[src/rtl/vector_pkg.sv]
// ============================================================================
// Module   : vector_pkg
// Purpose  : Shared defaults, FSM state encoding and width helper for
//            the streaming dot-product engine.
// Revision : 1.0 - initial release
// ============================================================================
`default_nettype none

package vector_pkg;

  localparam int c_n_elem = 4;
  localparam int c_dw     = 4;
  localparam int c_ow     = 10;

  typedef enum logic [0:0] {
    ST_ACC  = 1'b0,
    ST_DONE = 1'b1
  } state_t;

  // Smallest result width that can never overflow for n_elem products of dw x dw
  function automatic int min_ow(input int n_elem, input int dw);
    return 2 * dw + $clog2(n_elem);
  endfunction

endpackage

`default_nettype wire

[src/rtl/vector_mac.sv]
// ============================================================================
// Module   : vector_mac
// Purpose  : Single DW x DW multiplier feeding an OW-bit accumulator.
// Revision : 1.0 - initial release
// ============================================================================
`default_nettype none

module vector_mac #(
  parameter int DW = 4,
  parameter int OW = 10
) (
  input  logic          clk,
  input  logic          rst,
  input  logic          i_clear,
  input  logic          i_enable,
  input  logic [DW-1:0] i_a,
  input  logic [DW-1:0] i_b,
  output logic [OW-1:0] o_sum
);

  logic [2*DW-1:0] w_prod;
  logic [OW-1:0]   r_acc;

  assign w_prod = {{DW{1'b0}}, i_a} * {{DW{1'b0}}, i_b};
  // o_sum is the running total including the current beat, used for the final capture
  assign o_sum  = r_acc + OW'(w_prod);

  always_ff @(posedge clk or posedge rst) begin
    if (rst) begin
      r_acc <= '0;
    end else if (i_clear) begin
      r_acc <= '0;
    end else if (i_enable) begin
      r_acc <= o_sum;
    end
  end

endmodule

`default_nettype wire

[src/rtl/vector_dot_stream.sv]
// ============================================================================
// Module   : vector_dot_stream
// Purpose  : Serial valid/ready dot-product engine; one element pair per beat,
//            result and element count presented on a held output stream.
// Revision : 1.0 - initial release
// ============================================================================
`default_nettype none

module vector_dot_stream
  import vector_pkg::*;
#(
  parameter int N_ELEM = c_n_elem,
  parameter int DW     = c_dw,
  parameter int OW     = c_ow
) (
  input  logic                          clk,
  input  logic                          rst,
  input  logic                          in_valid,
  output logic                          in_ready,
  input  logic [DW-1:0]                 in_a,
  input  logic [DW-1:0]                 in_b,
  input  logic                          in_last,
  output logic                          out_valid,
  input  logic                          out_ready,
  output logic [OW-1:0]                 out_data,
  output logic [$clog2(N_ELEM+1)-1:0]   out_len
);

  localparam int            CW         = $clog2(N_ELEM + 1);
  localparam logic [CW-1:0] c_last_idx = CW'(N_ELEM - 1);

  generate
    if (OW < min_ow(N_ELEM, DW)) begin : g_ow_check
      $error("vector_dot_stream: OW too narrow for N_ELEM and DW");
    end
    if (N_ELEM < 1 || N_ELEM > 16) begin : g_n_check
      $error("vector_dot_stream: N_ELEM out of range 1..16");
    end
  endgenerate

  state_t        r_state;
  state_t        w_next;
  logic [CW-1:0] r_cnt;
  logic          w_accept;
  logic          w_final;
  logic [OW-1:0] w_sum;

  assign w_accept = in_valid && in_ready;
  assign w_final  = w_accept && (in_last || (r_cnt == c_last_idx));

  vector_mac #(
    .DW (DW),
    .OW (OW)
  ) u_mac (
    .clk      (clk),
    .rst      (rst),
    .i_clear  (w_final),
    .i_enable (w_accept && !w_final),
    .i_a      (in_a),
    .i_b      (in_b),
    .o_sum    (w_sum)
  );

  always_ff @(posedge clk or posedge rst) begin
    if (rst) begin
      r_state <= ST_ACC;
    end else begin
      r_state <= w_next;
    end
  end

  always_comb begin
    w_next = r_state;
    case (r_state)
      ST_ACC:  if (w_final)   w_next = ST_DONE;
      ST_DONE: if (out_ready) w_next = ST_ACC;
      default: w_next = ST_ACC;
    endcase
  end

  // Handshake outputs depend on the state register only
  always_comb begin
    in_ready  = 1'b0;
    out_valid = 1'b0;
    case (r_state)
      ST_ACC:  in_ready  = 1'b1;
      ST_DONE: out_valid = 1'b1;
      default: in_ready  = 1'b1;
    endcase
  end

  always_ff @(posedge clk or posedge rst) begin
    if (rst) begin
      r_cnt <= '0;
    end else if (w_final) begin
      r_cnt <= '0;
    end else if (w_accept) begin
      r_cnt <= r_cnt + CW'(1);
    end
  end

  always_ff @(posedge clk or posedge rst) begin
    if (rst) begin
      out_data <= '0;
      out_len  <= '0;
    end else if (w_final) begin
      out_data <= w_sum;
      out_len  <= r_cnt + CW'(1);
    end
  end

endmodule

`default_nettype wire

[config.mk]
export PLATFORM = sky130hd
export DESIGN_NAME = vector_dot_stream
export DESIGN_NICKNAME = d
export VERILOG_FILES = /design/src/rtl/vector_pkg.sv /design/src/rtl/vector_mac.sv /design/src/rtl/vector_dot_stream.sv
export SDC_FILE = /design/constraint.sdc
export NUM_CORES = 1
export LEC_CHECK = 0
export BUFFER_PORTS_ARGS = -buffer_cell sky130_fd_sc_hd__clkbuf_2
export CORE_MARGIN = 3
export CORE_UTILIZATION = 45
export CTS_CLUSTER_DIAMETER = 30
export DETAILED_ROUTE_END_ITERATION = 12
export GPL_TIMING_DRIVEN = 0
export MAX_ROUTING_LAYER = met4
export PLACE_DENSITY = 0.65
export SLEW_MARGIN = 30
export SYNTH_ARGS = -nofsm -noshare
export SYNTH_HDL_FRONTEND = slang
export SYNTH_SLANG_ARGS = --single-unit
[constraint.sdc]
create_clock -name clk -period 2.3 [get_ports clk]
set_input_delay 0.345 -clock clk [delete_from_list [all_inputs] [get_ports clk]]
set_output_delay 0.345 -clock clk [all_outputs]
set_load 0.05 [all_outputs]
==> metrics <==
status complete, but fails checks; failing checks setup timing; Mapped Nets 212; Num CTS Buffers 3; CP startpoint kind primary input; later-pin clock latency in the skew report 0.27 ns; worst ir drop on vdd 0.636 mV; die width 69.3 um; worst path bufs/invs 2; initial antenna violation count 0; critical path peak fanout 4; Max Fclk 0.337 GHz; DR DRC count 0; CP Capture Type flip-flop; hold_buf cts 0; die area 0.00481 sq mm; Final Total Pwr 0.00275 W; starting density of the core 47.8%; Worst EP arrival 3.12 ns; Final Non-Filler Cells 256; clk_skew 0.0112 ns; H-tree Lvls 1; # port buffers 27; Hold Slack 0.0963 ns; Worst path most repeated cell fa_1; Seq/Total Area, Yosys 37.4%; Pwr Density 1180 mW/mm^2; routed vias 1348; detailed placer's ending HPWL 2810 um; setup ws final -0.669 ns; initial drt markers 55; P_leak 1.17 nW; Final min period 2.97 ns; top-area cell type share of the netlist area 37.4%; DRT Pass-1 Iters 4; Final setup viols 14; mapped cell area 0.00180 sq mm; RSZ-0062 raised after global routing true; Slew @ Worst Pin 0.675 ns; Syn Inst Count 170; pre-CTS setup slack -1.01 ns; Yosys cell types 28; Hold Path Class in -> async; CTS clk-pin slew, worst paths 0.09 ns; first-pass GRT wire length 6300 um; total track usage 16.2%; RD Place Congestion 0.839; Req. time, crit path 2.45 ns; placed cells 245; Clock Tree Buf Depth 2; crit-path max cell delay 0.54 ns; Crit Path Class in -> reg; relative slew slack 54.7%; CTS tree done; Yosys warnings 0; number of global-route vias before repair 1405; layout cells sized above 1 39.4%; fin nets 251; # IOs 28; Primary FF master, synth dfrtp_1; CP cell instances clkbuf_16 > nand2_8 > fa_1 > fa_1 > fa_1 > inv_2 > ha_4 > o21ai_2 > o211ai_1 > nand2_1 > xnor2_1 > mux2_2; area leader, netlist dfrtp_1; final hold vios 0; final WL 3700 um; largest net degree at the start of global routing 28; Synth top cells by count 27 x dfrtp_1, 21 x inv_1, 20 x ha_1; row cnt 22; WL per Instance 14.4 um; GRT overflow 0; diode count 0; Sink Count 27; asr flop ratio synth 100%; average via count per standard cell 5.27; Synth area leaders dfrtp_1 37%, ha_1 14%, fa_1 10%; max cap viols 0; post-route ant nets 0; cell with the most instances after synthesis dfrtp_1; Die Y-Extent 69.3 um; EDFF count, synth 0; core area 0.00377 sq mm; CP delay by family, top adder cells; syn_area_per_cell 10.6 sq um; Final period util 129%; root buf cell clkbuf_8; post-route setup TNS -7.98 ns; critical path's slowest cell fa_1; area grow syn2layout 29.3%; Max Slew Vio Count 0; flops & latches, synth 27
## area by class of cell
class / instances / area [sq um]
Fill cell: 296 / 1440
Inverter: 22 / 82.6
Clock buffer: 3 / 41.3
Sequential cell: 27 / 676
Buffer: 2 / 15.0
Clock inverter: 1 / 5.00
Timing Repair Buffer: 34 / 235
Multi-Input combinational cell: 119 / 1220
Tap cell: 48 / 60.1
## power breakdown
group	total, W	internal (W)	switching (W)
Clock	0.000261	0.000121	0.000140
Combinational	0.00175	0.000750	0.00100
Sequential	0.000735	0.000638	0.0000977
## worst paths after layout
kind	endpoint	startpoint	slack [ns]	cells after the start
worst max-delay path	out_data[8]	in_b[1]	-0.67	12
worst min-delay path	u_mac.r_acc[5]	rst	0.1	2
worst max register to register	out_data[7]	u_mac.r_acc[1]	-0.09	9
worst min register to register	r_cnt[2]	r_cnt[2]	0.49	2
max in group asynchronous	u_mac.r_acc[9]	rst	1.83	2
min in group clk	r_state	out_ready	0.25	2
## kinds of logic (layout without fill, tap and decap cells)
kind of cell	count (synthesis)	after routing	synth area share, %
AND/OR/NAND/NOR	39	39	11.1
buffers and inverters	24	62	5.41
flip-flops	27	27	37.4
multiplexers	8	8	4.99
XOR/XNOR	7	7	3.40
AO/OA/AOI/OAI	36	36	13.8
adder cells (fa/ha/maj)	29	29	23.9
## worst reg2reg max path, cell delays in order (launching register included)
cell	delay [ns]
dfrtp_1	0.41
ha_1	0.29
ha_1	0.25
inv_1	0.10
fa_2	0.43
nand2b_4	0.18
a21oi_4	0.16
nor2_2	0.06
xnor2_2	0.14
mux2_4	0.27
## metrics by stage
stage	instance area, sq um	util [%]
floorplan	1890	-
global route	2330	61.9
detailed placement	2080	55.3
CTS	2280	60.6
global placement	2080	55.3
finish	2330	61.9
## repair_timing
item	in CTS	in global routing
setup endpoints to repair	14	14
buffers inserted	6	1
gates resized for setup	19	8
pin swaps	13	7
hold endpoints to repair	0	0
## state kept, by name, summed over array words and instances, names as in the netlist
signal and cells:
out_data 10, u_mac.r_acc 10, out_len 3, r_cnt 3
r_state 1
## metal layers
| metal | vias to the layer above | part of all wire [%] | global-route usage, % |
|---|---|---|---|
| met5 | - | 0 | - |
| met4 | 0 | 1.0 | 2.17 |
| met3 | 4 | 2.6 | 3.33 |
| met2 | 18 | 52 | 28.5 |
| met1 | 681 | 44 | 19.6 |
| li1 | 645 | - | - |
## cell usage in the layout (no fill, tap or decap), types with 3 or more instances in the layout
| cell type | n |
|---|---|
| inv_1 | 17 |
| clkbuf_8 | 3 |
| o21ai_0 | 8 |
| dfrtp_1 | 27 |
| a21oi_2 | 3 |
| fa_1 | 7 |
| ha_4 | 5 |
| and2_1 | 10 |
| o21ai_2 | 3 |
| mux2_2 | 5 |
| mux2_4 | 3 |
| ha_1 | 15 |
| a22o_1 | 8 |
| or3_1 | 3 |
| buf_4 | 5 |
| nand2_1 | 13 |
| o21ai_1 | 4 |
| inv_2 | 5 |
| clkbuf_2 | 24 |
| xnor2_2 | 3 |
| buf_6 | 3 |
Power figures use the tool's default switching activity.
